`config.mk`:
```
export PLATFORM = sky130hd
export DESIGN_NAME = mips_regfile
export DESIGN_NICKNAME = d
export VERILOG_FILES = /design/src/rtl/mips_regfile_pkg.sv /design/src/rtl/mips_regfile_reg32.sv /design/src/rtl/mips_regfile.sv
export SDC_FILE = /design/constraint.sdc
export NUM_CORES = 2
export LEC_CHECK = 0
export CORE_MARGIN = 3
export CORE_UTILIZATION = 55
export DETAILED_ROUTE_END_ITERATION = 7
export PLACE_DENSITY = 0.72
export SYNTH_ARGS = -nofsm -noshare
export SYNTH_HDL_FRONTEND = slang
export SYNTH_SLANG_ARGS = --single-unit
```
`constraint.sdc`:
```
create_clock -name clk -period 2.5 [get_ports clk]
set_input_delay 0.25 -clock clk [delete_from_list [all_inputs] [get_ports clk]]
set_output_delay 0.25 -clock clk [all_outputs]
set_load 0.02 [all_outputs]
```
`src/rtl/mips_regfile_pkg.sv`:
```
// ============================================================================
//  Module      : mips_regfile_pkg
//  Description : Shared register-file and MIPS decode constants.
//  Revision    : 1.0 - initial release
// ============================================================================
`default_nettype none

package mips_regfile_pkg;

    localparam int c_data_w = 32;
    localparam int c_addr_w = 5;

    localparam logic [4:0] c_reg_zero = 5'd0;
    localparam logic [4:0] c_reg_ra   = 5'd31;

    // Primary opcodes and R-type function codes consumed by control
    typedef enum logic [5:0] {
        OP_RTYPE = 6'h00,
        OP_ADDI  = 6'h08,
        OP_ANDI  = 6'h0C,
        OP_ORI   = 6'h0D,
        OP_LW    = 6'h23,
        OP_SW    = 6'h2B
    } opcode_e;

    typedef enum logic [5:0] {
        FN_ADD = 6'h20,
        FN_AND = 6'h24,
        FN_OR  = 6'h25
    } funct_e;

endpackage : mips_regfile_pkg

`default_nettype wire

```
`src/rtl/mips_regfile_reg32.sv`:
```
// ============================================================================
//  Module      : mips_regfile_reg32
//  Description : DATA_W-bit register with load enable and async active-low clear.
//  Revision    : 1.0 - initial release
// ============================================================================
`default_nettype none

module mips_regfile_reg32
    import mips_regfile_pkg::*;
#(
    parameter int DATA_W = c_data_w
) (
    input  logic              clk,
    input  logic              rst_n,
    input  logic              ld,
    input  logic [DATA_W-1:0] d,
    output logic [DATA_W-1:0] q
);

    logic [DATA_W-1:0] r_q;

    always_ff @(posedge clk or negedge rst_n) begin
        if (!rst_n) begin
            r_q <= '0;
        end else if (ld) begin
            r_q <= d;
        end
    end

    assign q = r_q;

endmodule : mips_regfile_reg32

`default_nettype wire

```
`src/rtl/mips_regfile.sv`:
```
// ============================================================================
//  Module      : mips_regfile
//  Description : 32 x 32 MIPS register file, two async reads, one sync write.
//  Revision    : 1.0 - initial release
// ============================================================================
`default_nettype none

module mips_regfile
    import mips_regfile_pkg::*;
#(
    parameter int DATA_W = c_data_w,
    parameter int ADDR_W = c_addr_w
) (
    input  logic              clk,
    input  logic              rst_n,
    input  logic [ADDR_W-1:0] rd_addr_a,
    input  logic [ADDR_W-1:0] rd_addr_b,
    output logic [DATA_W-1:0] rd_data_a,
    output logic [DATA_W-1:0] rd_data_b,
    input  logic              wr_en,
    input  logic [ADDR_W-1:0] wr_addr,
    input  logic [DATA_W-1:0] wr_data
);

    localparam int c_depth = 2 ** ADDR_W;

    // Mux inputs; entry 0 is a constant zero so $0 needs no storage.
    logic [DATA_W-1:0] w_regs [c_depth];

    assign w_regs[0] = '0;

    genvar gi;
    generate
        for (gi = 1; gi < c_depth; gi++) begin : g_reg
            localparam logic [ADDR_W-1:0] c_idx = ADDR_W'(gi);
            logic w_ld;

            // One decoder output, gated by the write strobe
            assign w_ld = wr_en & (wr_addr == c_idx);

            mips_regfile_reg32 #(
                .DATA_W (DATA_W)
            ) u_reg (
                .clk   (clk),
                .rst_n (rst_n),
                .ld    (w_ld),
                .d     (wr_data),
                .q     (w_regs[gi])
            );
        end
    endgenerate

    // No write-to-read bypass: reads see the old value until the edge.
    assign rd_data_a = w_regs[rd_addr_a];
    assign rd_data_b = w_regs[rd_addr_b];

endmodule : mips_regfile

`default_nettype wire
```
* Word-level counts from Yosys, hierarchy flattened
Index checks and enable logic that the tools add are counted.
Operators by class: bitwise logic cells 33, magnitude comparators 2, equal/unequal tests 31, mux-type cells 6
Operators by type and width (number):
- $bmux W32 S5 | 2
- $mux W32 | 4
- $eq A5 B5 Y1 const B | 16
- $eq A5 B4 Y1 const B | 8
- $and A1 B1 Y1 | 31
- $eq A5 B3 Y1 const B | 4
- $ge A6 B6 Y1 const B | 2
- $not A5 Y6 | 2
- $eq A5 B2 Y1 const B | 2
- $eq A5 B1 Y1 const B | 1
Storage, ports and cells: output and inout bits 64, bits of input ports 50, bits in registers 992

* Logic depth before layout (Yosys ltp)
word-level depth 4, mapped depth 9, gate-level depth less buffers 4

* Cells and area by module
From an unflattened synthesis, not the netlist that was laid out.
Second synthesis, totals: cells, all modules 3570, area, all modules 58048.2 µm²
Modules (own cells, without submodules):
- mips_regfile_reg32 | seq. area each 800.8 µm², times used 31, cells each 68, area an instance 1345.0 µm²
- mips_regfile | seq. area each 0.0 µm², times used 1, cells each 1462, area an instance 16351.9 µm²

* Least setup slack after synthesis
Ideal clock, no wire load.
path type input to output, from input port rd_addr_b[0], to output port rd_data_b[10], path slack 0.392 ns, data arrival time 1.858 ns, cell stages on the path 7, path buffers 3, required time 2.250 ns, cell sequence buf_2 buf_6 buf_2 mux4_2 a22o_1 o21ai_1 o31ai_1
On the way: longest elaborated chain between the ends 4
Ends and longest elaborated chain:
- start, declared | RTL line mips_regfile.sv:17 | input logic [ADDR_W-1:0] rd_addr_b,
- $not A5 Y6 (not written as such) | RTL line mips_regfile.sv:55 | assign rd_data_b = w_regs[rd_addr_b];
- $bmux W32 S5 | RTL line mips_regfile.sv:55
- $mux W32 (not written as such) (2 in series) | RTL line mips_regfile.sv:55
- end, declared | RTL line mips_regfile.sv:19 | output logic [DATA_W-1:0] rd_data_b,
No other way between the ends. The select of a mux whose other input is x is not followed.

* Worst setup path after layout
from register g_reg[28].u_reg.r_q[0], to output port rd_data_a[0]
On the way: longest elaborated chain between the ends 3
Ends and longest elaborated chain:
- start, declared | RTL line mips_regfile_reg32.sv:20 | logic [DATA_W-1:0] r_q;
- start signal, assigned | RTL line mips_regfile_reg32.sv:24 | r_q <= '0;
- start signal, assigned | RTL line mips_regfile_reg32.sv:26 | r_q <= d;
- $bmux W32 S5 | RTL line mips_regfile.sv:54 | assign rd_data_a = w_regs[rd_addr_a];
- $mux W32 (not written as such) (2 in series) | RTL line mips_regfile.sv:54
- end, declared | RTL line mips_regfile.sv:18 | output logic [DATA_W-1:0] rd_data_a,
No other way between the ends. The select of a mux whose other input is x is not followed.

==> metrics.txt <==
status=finished, violations left; failing checks=setup timing; initial drt markers=3376; Storage cell area=24800 sq um; area of the core=95400 sq um; required time of the critical path=2.25 ns; Die Y=317 microns; final hold viol count=0; Post-Route WL=169 mm; Clock Latency Late Sink=0.69 ns; commonest non-fill, non-tap cell in the layout=dfrtp_1; Area Growth Syn to Fin=19.8%; delay-heaviest family, CP=compound AO/OA/AOI/OAI gates; area occupied by multi-input gates=27600 sq um; number of CTS-inserted buffers=106; Worst Skew=0 ns; instance count on the critical path=6; Register-to-Register Path Depth=3; fin nets=3899; Synth area leaders=dfrtp_1 47%, mux2_2 20%, mux4_2 16%, mux2i_1 3.6%, a22o_1 3.2%; GRT overflow=0; Tot Pwr=49100 uW; gpl congestion=0.894; Core Rows=113; Final Slew Violations=0; ratio of cells with drive above 1 in the final layout=56.4%; Seq/Total Area, Yosys=46.6%; 1st-pass router iterations=5; Initial Utilization=55.8%; Antenna Nets Post-Route=0; io pins=114; largest net degree at the start of global routing=107; total track usage=34.0%; type of origin of the critical path=flip-flop; Peak Freq=0.377 GHz; root buf cell=clkbuf_16; setup tns final=-3.74 ns; max reg flops=992; Syn Std Cell Area=53200 sq um; detail-routed via count per cell=6.94; design area=63800 sq um; DP Wirelength=110 mm; worst setup margin=-0.152 ns; #FFs+latches synth=992; most frequent cells in the layout=992 x dfrtp_1, 967 x mux2_2, 384 x mux4_2, 312 x buf_4, 190 x a22o_1; pwr dens=769 nW/um^2; Num Clock Sinks=992; routed length per instance=32.5 microns; I/O Buffers=113; Post-Syn Area per Cell=14.8 sq um; Synth area leader=dfrtp_1; Final setup viols=47; Post-Syn Nets=3655; Leak=0.0280 uW; Min-Delay Path Class=in2async; CP peak stage delay=0.48 ns; Max IR drop VDD=0.589 mV; worst slew pin tran=1.13 ns; initial antenna violation count=4; worst path bufs/invs=2; Die Width=317 microns; Mapped Cells=3605; vias=36100; Synth Warn #=0; CP Cell Sequence=mux4_2 > a22o_1 > o21ai_1 > o31ai_1 > buf_4 > buf_6; Tcrit/Tclk final=106%; clock slew at reported path FFs=0.06 ns; CTS tree=built; CP Data Arrival Time=2.40 ns; post-route insts no fill=5205; final worst path period need=2.65 ns; Max Root-Sink Buffers=3; RSZ-0062 raised after global routing=yes; Max Cap Viol=0; first-pass GRT wire length=253 mm; Synth cell types=30; Critical Path Fanout Max=3; H-tree depth=3; Slew headroom=24.2%; Critical Path Slowest Stage Cell=mux4_2; Setup crit end kind=output pin; Fill cells=6508; Yosys top cell area share=46.6%; placed cell area=59300 sq um; die area=101000 sq um; vias in the first global route=38500; DRC=0; placed instance count=4990; Crit Path Category=reg2out
per-layer routing:
layer | vias to the layer above | global-route usage [%] | part of all wire (%)
met5 | - | 0 | 0.044
li1 | 14500 | - | -
met2 | 1926 | 53.2 | 47
met4 | 6 | 14.9 | 5.0
met1 | 19200 | 45.7 | 39
met3 | 511 | 8.09 | 9.3
timing repair:
item                                   CTS  global route
endpoints found under the hold margin  142             0
buffers inserted                        15            12
gates cloned                             1             0
setup endpoints to repair               64            64
resized for setup                      370            60
pin swaps                               96            58
hold buffers                             1             0
cells by family (layout without fill, tap and decap cells):
family | count (synthesis) | count (layout) | synth area share [%]
compound gates | 448 | 448 | 6.32
buf+inv | 408 | 742 | 3.53
flops | 992 | 992 | 46.6
mux | 1632 | 1632 | 42.2
other cells | 0 | 1 | 0
simple gates | 125 | 125 | 1.36
layout make-up:
| type | count | area share, % |
|---|---|---|
| inverters | 2 | 0.0118 |
| clock buffers | 158 | 4.97 |
| clock inverters | 40 | 0.641 |
| diodes | 1 | 0.00392 |
| well taps | 1265 | 2.48 |
| flip-flops and latches | 992 | 38.9 |
| repair buffers | 542 | 9.75 |
| multi-input cells | 2205 | 43.2 |
final timing paths:
path                                       startpoint               endpoint  slack (ns)
max in group asynchronous                       rst_n    g_reg[9].u_reg.q[7]        1.30
worst max-delay path             g_reg[28].u_reg.q[0]           rd_data_a[0]       -0.15
worst max register to register  g_reg[26].u_reg.q[24]  g_reg[26].u_reg.q[24]        1.47
worst min register to register  g_reg[13].u_reg.q[20]  g_reg[13].u_reg.q[20]        0.51
worst min-delay path                            rst_n  g_reg[23].u_reg.q[18]        0.15
min in group clk                g_reg[13].u_reg.q[20]  g_reg[13].u_reg.q[20]        0.51
through the flow:
| step | util, % | setup WS [ns] | hold WS [ns] |
|---|---|---|---|
| after floorplan | - | 0.392 | -0.0456 |
| after global placement | 62.1 | -0.558 | 0.264 |
| after detailed placement | 62.1 | -0.511 | 0.267 |
| after CTS | 66.5 | -0.189 | 0.133 |
| after global routing | 66.8 | -0.226 | 0.155 |
| final | 66.8 | -0.152 | 0.149 |
where the power goes:
| part | total (uW) | internal [uW] | switching (uW) |
|---|---|---|---|
| sequential | 21600 | 19200 | 2390 |
| combinational | 11400 | 6730 | 4720 |
| clock | 16000 | 9390 | 6640 |
| total | 49100 | 35300 | 13700 |
Yosys cell counts:
master / count
a211oi_1: 64
a22o_1: 192
and2_1: 66
buf_1: 10
buf_2: 141
buf_4: 31
buf_6: 7
clkbuf_1: 216
clkbuf_2: 1
dfrtp_1: 992
inv_1: 2
mux2_1: 89
mux2_2: 967
mux2i_1: 192
mux4_2: 384
nand2_1: 15
nand2b_1: 5
nand3_1: 1
nand4_1: 1
nand4b_1: 3
nor2_1: 15
nor2b_1: 10
nor3_1: 3
nor3b_1: 1
nor3b_2: 1
nor4_2: 1
o21ai_1: 64
o22ai_1: 64
o31ai_1: 64
or3_1: 3
(Power assumes the default switching activity.)
